### src/rtl/div_unit.sv
// ---------------------------------------------------------------------------
// div_unit
// Multi-cycle restoring divider for the execute stage. A start pulse in IDLE
// captures the operands; one quotient bit is produced per cycle over WIDTH
// iterations. A final cycle applies the sign corrections and registers the
// result together with a one-cycle done pulse.
//
// Ports
//   clk        rising-edge clock
//   reset      asynchronous, active-high; clears all state
//   start      request a division (only honoured in IDLE)
//   is_signed  1 = two's-complement divide, 0 = unsigned divide
//   dividend   dividend operand, sampled with start
//   divisor    divisor operand, sampled with start
//   busy       high from the accepting edge until the result edge
//   done       one-cycle pulse, results valid while high
//   quotient   registered quotient, held until the next result
//   remainder  registered remainder, held until the next result
// ---------------------------------------------------------------------------
module div_unit #(
    parameter int WIDTH = 32
) (
    input  logic             clk,
    input  logic             reset,
    input  logic             start,
    input  logic             is_signed,
    input  logic [WIDTH-1:0] dividend,
    input  logic [WIDTH-1:0] divisor,
    output logic             busy,
    output logic             done,
    output logic [WIDTH-1:0] quotient,
    output logic [WIDTH-1:0] remainder
);

    localparam int CW = $clog2(WIDTH);

    typedef enum logic [1:0] {
        IDLE   = 2'd0,
        RUN    = 2'd1,
        FINISH = 2'd2
    } state_t;

    state_t           state;
    state_t           next_state;

    logic [CW-1:0]    count;
    logic [WIDTH-1:0] part_rem;     // partial remainder
    logic [WIDTH-1:0] dvd_q;        // dividend bits shift out, quotient bits shift in
    logic [WIDTH-1:0] dvs_mag;      // divisor magnitude
    logic             signed_mode;
    logic             dividend_neg;
    logic             divisor_neg;
    logic             div_zero;

    logic             in_dividend_neg;
    logic             in_divisor_neg;
    logic [WIDTH-1:0] in_dividend_mag;
    logic [WIDTH-1:0] in_divisor_mag;

    logic [WIDTH:0]   shifted;
    logic [WIDTH:0]   trial;
    logic             trial_ok;

    logic             neg_q;
    logic             neg_r;
    logic [WIDTH-1:0] q_final;
    logic [WIDTH-1:0] r_final;

    // Operand magnitudes for the accepting edge; unsigned mode passes raw values.
    always_comb begin
        in_dividend_neg = is_signed & dividend[WIDTH-1];
        in_divisor_neg  = is_signed & divisor[WIDTH-1];
        if (in_dividend_neg) begin
            in_dividend_mag = {WIDTH{1'b0}} - dividend;
        end else begin
            in_dividend_mag = dividend;
        end
        if (in_divisor_neg) begin
            in_divisor_mag = {WIDTH{1'b0}} - divisor;
        end else begin
            in_divisor_mag = divisor;
        end
    end

    // One restoring step: shift in the next dividend bit and trial-subtract
    // at WIDTH+1 bits so the borrow shows up as the sign bit.
    always_comb begin
        shifted  = {part_rem, dvd_q[WIDTH-1]};
        trial    = shifted - {1'b0, dvs_mag};
        trial_ok = ~trial[WIDTH];
    end

    // Sign correction of the final magnitudes. Divide-by-zero forces an
    // all-ones quotient; the remainder already equals the original dividend
    // because every trial subtraction of zero succeeds. The most-negative / -1
    // case wraps to the most-negative quotient without special handling.
    always_comb begin
        neg_q = signed_mode & (dividend_neg ^ divisor_neg);
        neg_r = signed_mode & dividend_neg;
        if (div_zero) begin
            q_final = {WIDTH{1'b1}};
        end else if (neg_q) begin
            q_final = {WIDTH{1'b0}} - dvd_q;
        end else begin
            q_final = dvd_q;
        end
        if (neg_r) begin
            r_final = {WIDTH{1'b0}} - part_rem;
        end else begin
            r_final = part_rem;
        end
    end

    // State register.
    always_ff @(posedge clk or posedge reset) begin
        if (reset) begin
            state <= IDLE;
        end else begin
            state <= next_state;
        end
    end

    // Next-state logic.
    always_comb begin
        next_state = state;
        case (state)
            IDLE: begin
                if (start) begin
                    next_state = RUN;
                end else begin
                    next_state = IDLE;
                end
            end
            RUN: begin
                if (count == {CW{1'b0}}) begin
                    next_state = FINISH;
                end else begin
                    next_state = RUN;
                end
            end
            FINISH: begin
                next_state = IDLE;
            end
            default: begin
                next_state = IDLE;
            end
        endcase
    end

    // Datapath and registered outputs.
    always_ff @(posedge clk or posedge reset) begin
        if (reset) begin
            count        <= {CW{1'b0}};
            part_rem     <= {WIDTH{1'b0}};
            dvd_q        <= {WIDTH{1'b0}};
            dvs_mag      <= {WIDTH{1'b0}};
            signed_mode  <= 1'b0;
            dividend_neg <= 1'b0;
            divisor_neg  <= 1'b0;
            div_zero     <= 1'b0;
            busy         <= 1'b0;
            done         <= 1'b0;
            quotient     <= {WIDTH{1'b0}};
            remainder    <= {WIDTH{1'b0}};
        end else begin
            case (state)
                IDLE: begin
                    done <= 1'b0;
                    if (start) begin
                        signed_mode  <= is_signed;
                        dividend_neg <= in_dividend_neg;
                        divisor_neg  <= in_divisor_neg;
                        div_zero     <= (divisor == {WIDTH{1'b0}});
                        dvd_q        <= in_dividend_mag;
                        dvs_mag      <= in_divisor_mag;
                        part_rem     <= {WIDTH{1'b0}};
                        count        <= CW'(WIDTH - 1);
                        busy         <= 1'b1;
                    end
                end
                RUN: begin
                    if (trial_ok) begin
                        part_rem <= trial[WIDTH-1:0];
                    end else begin
                        part_rem <= shifted[WIDTH-1:0];
                    end
                    dvd_q <= {dvd_q[WIDTH-2:0], trial_ok};
                    if (count != {CW{1'b0}}) begin
                        count <= count - CW'(1);
                    end
                end
                FINISH: begin
                    quotient  <= q_final;
                    remainder <= r_final;
                    done      <= 1'b1;
                    busy      <= 1'b0;
                end
                default: begin
                    busy <= 1'b0;
                    done <= 1'b0;
                end
            endcase
        end
    end

endmodule

### config.mk
export PLATFORM = sky130hd
export DESIGN_NAME = div_unit
export DESIGN_NICKNAME = d
export VERILOG_FILES = /design/src/rtl/div_unit.sv
export SDC_FILE = /design/constraint.sdc
export NUM_CORES = 1
export LEC_CHECK = 0
export CAP_MARGIN = 10
export CORE_ASPECT_RATIO = 0.7
export CORE_MARGIN = 8
export CORE_UTILIZATION = 57
export DETAILED_ROUTE_END_ITERATION = 7
export MAX_ROUTING_LAYER = met4
export PLACE_DENSITY = 0.81
export SYNTH_ARGS = -nofsm -noshare
export SYNTH_HDL_FRONTEND = slang
export SYNTH_SLANG_ARGS = --single-unit
### constraint.sdc
create_clock -name clk -period 7.79 [get_ports clk]
set_input_delay 1.1685 -clock clk [delete_from_list [all_inputs] [get_ports clk]]
set_output_delay 1.1685 -clock clk [all_outputs]
set_load 0.01 [all_outputs]
==> metrics.yaml, run 1 <==
status:
  status: "complete, no violations"
detailed_routing:
  postRouteAntennaNets: 0
  wl_per_cell_um: 18.3
  drtIter0Drc: 1160
  viasPerCell: 6.00
  first_pass_iters: 5
  drcViolationCount: 0
  routed_wl_um: 30200
  vias: 9917
die:
  core_sq_um: 18900
  fp.dieArea_sq_um: 24100
  rows: 42
  start_util_pct: 58.1
  die_w_um: 182
  ioPinCount: 134
  die_y_um: 132
clocking:
  htreeDepth: 4
  cts_made_buffers: 17
  cts_hold_buf: 0
  ctsResizeCount: 0
  cts_tree: "done"
  clock_latency_ps: 430
  cts_max_path_buffers: 2
  clock-sinks: 173
  post-cts-setup-buffers: 0
  cts-root-buf: "clkbuf_16"
  path_clk_slew_ps: 70
timing:
  fin_setup_tns_ps: 0
  setup_viol: 0
  max_clock_freq_ghz: 0.242
  finalHoldViolations: 0
  min_period_over_period_pct: 53.1
  slew_violations: 0
  slew_headroom_pct: 34.8
  grt_setup_unrepaired: "no"
  timing.final.crit_period_ps: 4140
  skew_ps: 13.3
  tightestPinTransition_ps: 978
place:
  place_congestion: 0.944
  placed_cell_area_sq_um: 12500
  hpwl_um: 22400
  io_buffers: 133
finish:
  multi_input_area_sq_um: 6220
  area_delta_synth_final_pct: 19.1
  drive_above_1_share_pct: 4.61
  final_nets: 1503
  fin_area_sq_um: 13100
  num_antenna_cells: 0
  seq_area_sq_um: 4330
  fill_cells: 1536
global_routing:
  grt_max_degree: 96
  antenna_found_initial: 0
  grt_pass1_vias: 9242
  gr-total-overflow: 0
  grt_pass1_wl_um: 49200
  track_usage_pct: 25.5
yosys:
  synth.avg_cell_area_sq_um: 8.46
  synth_edf_count: 0
  synth.yosys.seq_area_share_pct: 39.4
  synth_warnings: 0
  yosysTopAreaCell: "dfrtp_1"
  synth_top_family_by_area: "compound AO/OA/AOI/OAI gates"
  synth_common_cells: "dfrtp_1 (173), nand2_1 (168), o21ai_0 (162), nor2_1 (104), a21oi_1 (102)"
  ys_types: 62
  netlist.area_leader.share_pct: 39.4
  synth-main-ff-cell: "dfrtp_1"
  synth_nets: 1406
  synth-adder-area-share_pct: 4.39
  synth_simple_gate_area_share_pct: 16.3
  muxShareOfSynthArea_pct: 1.83
  synth_compound_area_share_pct: 22.2
  yosysMostFrequentCell: "dfrtp_1"
  async_flop_share_pct: 100
  synth_area_sq_um: 11000
  ys_ff_latch: 173
  netlist_instances: 1300
  synth_xor_area_share_pct: 11.7
  synth.area.top_cells: "dfrtp_1 (39%), o21ai_0 (7.4%), xnor2_1 (6.8%), nand2_1 (5.7%), xor2_1 (4.9%)"
critical_path:
  worstSetupStartpointType: "flop"
  end_kind: "flop"
  arrival_ps: 4420
  crit_type: "reg2reg"
  crit_fanout: 20
  required_ps: 8080
power:
  power.density_nw_per_um2: 493
  power.leakage_nw: 5.52
  ir_worst_vdd_v: 0.000232
min_path:
  min_path_type: "reg2reg"
run:
  cap_violations: 0
## power by group
part           internal [mW]  switching [mW]
clock network          0.530           0.385
logic                   1.63            2.05
registers               1.35           0.509
total                   3.51            2.94
## worst max-delay path: stages (launching register included)
cell,delay (ps)
dfrtp_1,390
inv_1,100
ha_1,240
fa_1,400
nand2b_1,180
a21o_1,180
a31o_2,220
o211ai_1,420
a41o_1,290
or3_1,630
buf_4,390
or2_1,410
o21ai_0,160
## metal layers
metal / track usage, % / part of all wire (%) / vias up
li1: - / - / 4790
met1: 40.1 / 51 / 4695
met2: 33.1 / 39 / 418
met3: 4.76 / 8.8 / 14
met4: 4.77 / 0.55 / 0
met5: - / 0 / -
## cell families after synthesis
family | after synthesis
xor+xnor | 147
mux | 20
fa+ha+maj | 38
simple gates | 391
flops | 173
compound gates | 411
buf+inv | 120
## path summary, 6_finish.rpt
kind / start / to / slack (ps) / depth (start not counted)
min in group asynchronous: reset / remainder[27] / 1310 / 2
worst max-delay path: dvd_q[31] / part_rem[30] / 3650 / 12
worst min register to register: remainder[21] / remainder[21] / 480 / 2
max in group asynchronous: reset / dvs_mag[15] / 4950 / 3
worst min-delay path: remainder[21] / remainder[21] / 480 / 2
worst max register to register: dvd_q[31] / part_rem[30] / 3650 / 12
## layout make-up
class / count / area share, %
multi-input combinational: 1007 / 47.5
sequential: 173 / 33.1
clock inverter: 13 / 1.35
inverter: 56 / 1.64
timing repair buffer: 142 / 10.7
clock buffer: 19 / 3.46
tap: 242 / 2.31
## metrics by stage
stage | cells | utilization [%] | worst slack [ps] | power, mW | hold slack, ps
2_1_floorplan | 1300 | - | 1930 | 4.29 | 443
3_3_place_gp | 1620 | 65.9 | 3820 | 5.35 | 459
3_5_place_dp | 1620 | 65.9 | 3730 | 5.45 | 466
4_1_cts | 1652 | 69.2 | 3710 | 6.38 | 480
5_1_grt | 1652 | 69.2 | 3400 | 6.92 | 498
6_report | 1652 | 69.2 | 3650 | 6.45 | 481
## flip-flops by register name, summed over array words and instances, names as in the netlist
signal / count
part_rem: 32
dvd_q: 32
quotient: 32
divisor_neg: 1
div_zero: 1
dividend_neg: 1
remainder: 32
busy: 1
count: 5
state: 2
signed_mode: 1
dvs_mag: 32
done: 1
## cells in the final DEF (no fill, tap or decap), types with 17 or more instances in the layout
master	Yosys	layout
a21oi_1	102	102
a22oi_1	31	31
clkbuf_16	0	17
clkdlybuf4s50_1	0	133
dfrtp_1	173	173
ha_1	37	37
inv_1	56	55
mux2i_1	19	19
nand2_1	168	167
nor2_1	104	102
nor3_1	20	20
o21ai_0	162	162
o31ai_1	17	17
xnor2_1	85	85
xor2_1	62	62
No activity file was read; power rests on OpenSTA's default activity.
==> run 2: changes to the inputs <==
==> constraint.sdc (replaced) <==
create_clock -name clk -period 3.9 [get_ports clk]
set_input_delay 0.585 -clock clk [delete_from_list [all_inputs] [get_ports clk]]
set_output_delay 0.585 -clock clk [all_outputs]
set_load 0.01 [all_outputs]
==> metrics.yaml, run 2 (same netlist as run 1, synthesis figures left out) <==
finish:
  final_nets: 1518
  final_common_cell: "dfrtp_1"
  num_antenna_cells: 0
  drive_above_1_share_pct: 5.61
  fill_cells: 1496
  final_cell_mix: "dfrtp_1 (173), nand2_1 (167), o21ai_0 (162)"
  fin_area_sq_um: 13200
  instances_no_fill: 1667
  area_delta_synth_final_pct: 20.0
detailed_routing:
  drcViolationCount: 0
  wl_per_cell_um: 18.3
  routed_wl_um: 30400
  met1_length_um: 14500
  first_pass_iters: 6
  top_layer_used: "met4"
  drtIter0Drc: 1055
  vias: 9994
  dr_wl_met3_um: 3420
  wl_met2_um: 12300
  postRouteAntennaNets: 0
  viasPerCell: 6.00
critical_path:
  arrival_ps: 3800
  reg2regPathDepth: 10
  r2r_slack_ps: 450
  r2r-end: "part_rem[17]"
  reg2reg_from: "part_rem[11]"
  crit_end: "part_rem[17]"
  crit_type: "reg2reg"
  required_ps: 4250
  crit_start: "part_rem[11]"
  worstSetupStartpointType: "flop"
  crit_fanout: 9
  end_kind: "flop"
timing:
  setup_viol: 0
  finalHoldViolations: 0
  fin_setup_tns_ps: 0
  max_clock_freq_ghz: 0.290
  slew_violations: 0
  min_period_over_period_pct: 88.5
  skew_ps: 13.0
  slew_headroom_pct: 27.6
  timing.final.crit_period_ps: 3450
  grt_setup_unrepaired: "no"
  tightestPinTransition_ps: 1080
power:
  comb_power_share_pct: 58.8
  power.density_nw_per_um2: 983
  finalPower_mw: 13.0
  power.leakage_nw: 5.58
  seqPwrFrac_pct: 28.5
  ir_worst_vdd_v: 0.000678
  power.internal_mw: 6.96
  switchingPower_mw: 6.00
  clkPwrFrac_pct: 12.8
  p_sw_share_pct: 46.3
die:
  core_sq_um: 18900
  die_y_um: 132
  start_util_pct: 58.1
  rows: 42
  die_w_um: 182
  ioPinCount: 134
  fp.dieArea_sq_um: 24100
status:
  status: "complete, no violations"
global_routing:
  antenna_found_initial: 0
  gr-total-overflow: 0
  grt_pass1_wl_um: 49200
  grt_max_degree: 73
  track_usage_pct: 25.7
  grt_pass1_vias: 9406
place:
  post-place-cells: 1635
  io_buffers: 133
  placed_cell_area_sq_um: 12600
  hpwl_um: 23100
  place_congestion: 0.932
clocking:
  cts_max_path_buffers: 2
  ctsResizeCount: 0
  post-cts-setup-buffers: 0
  htreeDepth: 4
  cts_tree: "done"
  cts-root-buf: "clkbuf_16"
  clock-sinks: 173
  clock_latency_ps: 430
  path_clk_slew_ps: 70
  cts_made_buffers: 17
  cts_hold_buf: 0
run:
  cap_violations: 0
min_path:
  min_path_type: "reg2reg"
run 2: cell count changes in the layout (fill, tap and decap cells not counted), sizes merged:
cell / change
bufinv: -2
inv: -1
clkbuf: -1
clkinv: +3
buf: +15
clkinvlp: +1
run 2: how the worst min path moves through the flow:
stage	to	start	cells past startpoint	slack, ps
after floorplan	state[1]	count[4]	1	440
after global placement	remainder[10]	remainder[10]	2	460
after detailed placement	quotient[30]	quotient[30]	2	470
after CTS	state[1]	count[4]	1	480
after global routing	remainder[9]	remainder[9]	2	500
final	remainder[9]	remainder[9]	2	480
run 2: cell type report:
cell class                      instances  area [sq um]  share of cell area (%)
Multi-Input combinational cell       1007          6220                    47.1
Sequential cell                       173          4330                    32.8
Timing Repair Buffer                  157          1560                    11.8
Clock buffer                           18           439                    3.33
Tap cell                              242           303                    2.29
Inverter                               56           214                    1.62
Clock inverter                         14           131                   0.996
run 2: stage by stage:
stage	hold WS [ps]	setup WS, ps	utilization, %
floorplan	443	818	-
global placement	460	582	66.7
detailed placement	471	494	66.7
CTS	478	480	69.8
global route	500	318	69.8
finish	477	447	69.8
run 2: per-layer routing:
layer / global-route usage (%) / vias to the layer above
li1: - / 4819
met1: 37.9 / 4671
met2: 34.2 / 484
met3: 7.19 / 20
met4: 5.27 / 0
met5: - / -
run 2: worst max-delay path, stage by stage (launching register included):
cell and delay (ps):
dfrtp_1 530, ha_1 490, o21ai_0 140, a22oi_1 340
nand3_1 170, nor3_1 330, a21oi_1 170, or3_1 470
buf_4 220, or3b_1 360, a21oi_1 140
run 2: power by group through the flow:
stage	Combinational [mW]	Clock [mW]	Sequential, mW
5_1_grt	8.36	1.74	3.79
2_1_floorplan	5.06	0	3.52
4_1_cts	7.50	1.67	3.65
3_3_place_gp	7.23	0	3.60
3_5_place_dp	7.44	0	3.68
6_report	7.62	1.65	3.69
==> RTL edit: new RTL, settings of run 2 <==
Change the parameter `WIDTH` from 32 to 64.
--- a/src/rtl/div_unit.sv
+++ b/src/rtl/div_unit.sv
@@ -18,7 +18,7 @@
 //   remainder  registered remainder, held until the next result
 // ---------------------------------------------------------------------------
 module div_unit #(
-    parameter int WIDTH = 32
+    parameter int WIDTH = 64
 ) (
     input  logic             clk,
     input  logic             reset,
Interface: changed (resized dividend, divisor, quotient and remainder); port bits go from 134 to 262. No check against the original RTL was run, so the function may have changed too.
==> RTL edit against run 2 <==
- sequential cell count up 161
- total power is 90% higher
- wire length grew 140%
- synthesized area up 99%
- final area is 110% higher
- worst setup slack got worse by 0.34 ns
- global-route usage grew 6.6 points
- via count grew 110%
- die area is 87% higher
- synthesized cell count grew 99%
- first-iteration DRC count is 120% higher
- combinational power is 94% higher
==> RTL edit: results (changes against run 2) <==
Run status
The run finished with clean final reports.

Place
The total of buffers placed on input and output ports was 261 (+96%). The pre-CTS worst setup slack is -0.275 ns (-0.770 ns). The number of instances in the placed design was 3371 (+110%).

The HPWL reported at the end of detailed placement is 55.8 mm (+140%).

Worst setup path
Grouping stages by cell kind, the critical path spends the most delay in compound AO/OA/AOI/OAI gates. The library cell contributing the largest single delay on the critical path is dfrtp_2. The endpoint of the worst register-to-register path is part_rem[49]. The startpoint identified for the worst register-to-register timing path is dvs_mag[0].

The cell depth of the worst flop-to-flop path was 18 (+8).

STA
The clock skew is 0.0352 ns (+0.0222 ns). The share of the clock period used by the worst path after layout is 0.972 (+0.0869). The slew at the pin with the worst max-slew slack is 0.937 ns (-0.145 ns).

Final layout
The number of antenna diodes is 3 (+3). The number of clock buffer instances in the layout is 52 (+34). The data-path buffer share of cell area in the final layout is 0.150 (+0.0318). The fraction of layout cells with a size suffix above 1 came to 0.108 (+0.0519). The non-clock buffer total of the final layout was 439 (+180%). The inverter count of the layout excluding clock inverters is 110 (+96%).

The count of sequential standard cells was 334 (+93%). The net count of the finished layout came to 3122 (+110%).

Routing
The met2 wire length is 29.8 mm (+140%). The total length of routed wires came to 73.8 mm (+140%). The total length of routed met3 wires is 9.31 mm (+170%).

The average routed wire per standard cell is 21.4 µm (+17%).

Clock tree
The maximum clock path buffer count was 3 (+1). The latest clock arrival within the worst-skew pair came to 0.55 ns (+0.12 ns). The number of H-tree levels is 2 (-2).

The number of resized instances in the post-cts repair step is 2 (+2). The total CTS buffers is 36 (+19).

Global routing
The met2 layer usage reported by global route came to 0.429 (+0.0865). The pin count of the biggest net entering global routing came to 106 (+45%). The total global-route track usage was 0.323 (+0.0660).

The wire length of the first global-routing pass is 115 mm (+130%). The met3 global-route usage is 0.102 (+0.0303).

Synth
The parity-gate share of the synthesized area counting xor and xnor cells came to 0.124 (+0.00643). The share of the synthesized area in compound gates (AO/OA/AOI/OAI) was 0.224 (+0.00205). The sequential cell area fraction in the yosys report is 0.383 (-0.0110). Yosys attributes the largest share of cell area to dfrtp_1, o21ai_0, xor2_1, nand2_1, xnor2_1. The share of synthesized area spent on multiplexers came to 0.00693 (-0.0114).

The area share of fa/ha/maj cells after synthesis was 0.0410 (-0.00290). The count of different cell masters after synthesis is 82 (+32%).

Power
The total power divided by cell area was 896 nW/µm² (-8.8%). The leakage power came to 11.5 nW (+110%).

Hold path
The path with the worst hold slack has its endpoint at remainder[56].
==> RTL edit: changes by cell type after synthesis, moves of 33 or more <==
cell	delta
nand2_1	+169
dfrtp_1	+161
o21ai_0	+128
a21oi_1	+112
xor2_1	+102
clkbuf_1	+78
nor2_1	+74
xnor2_1	+59
inv_1	+54
nand3_1	+54
o311ai_0	+40
o31ai_1	+37
ha_1	+33
==> RTL edit: report_power, final <==
part           internal (mW)  switching (mW)
sequential              4.74            1.43
clock                   2.10            1.47
combinational           6.52            8.32
==> RTL edit: how the worst max path moves through the flow <==
stage	from	endpoint	slack (ns)	cells past startpoint
CTS	dvs_mag[0]	part_rem[23]	0.02	16
floorplan	reset	busy	-1.15	1
detailed placement	divisor[4]	dvs_mag[61]	-0.28	13
global route	part_rem[16]	remainder[57]	-0.0008	11
finish	dvs_mag[0]	part_rem[49]	0.11	18
global placement	divisor[4]	dvs_mag[61]	-0.20	13
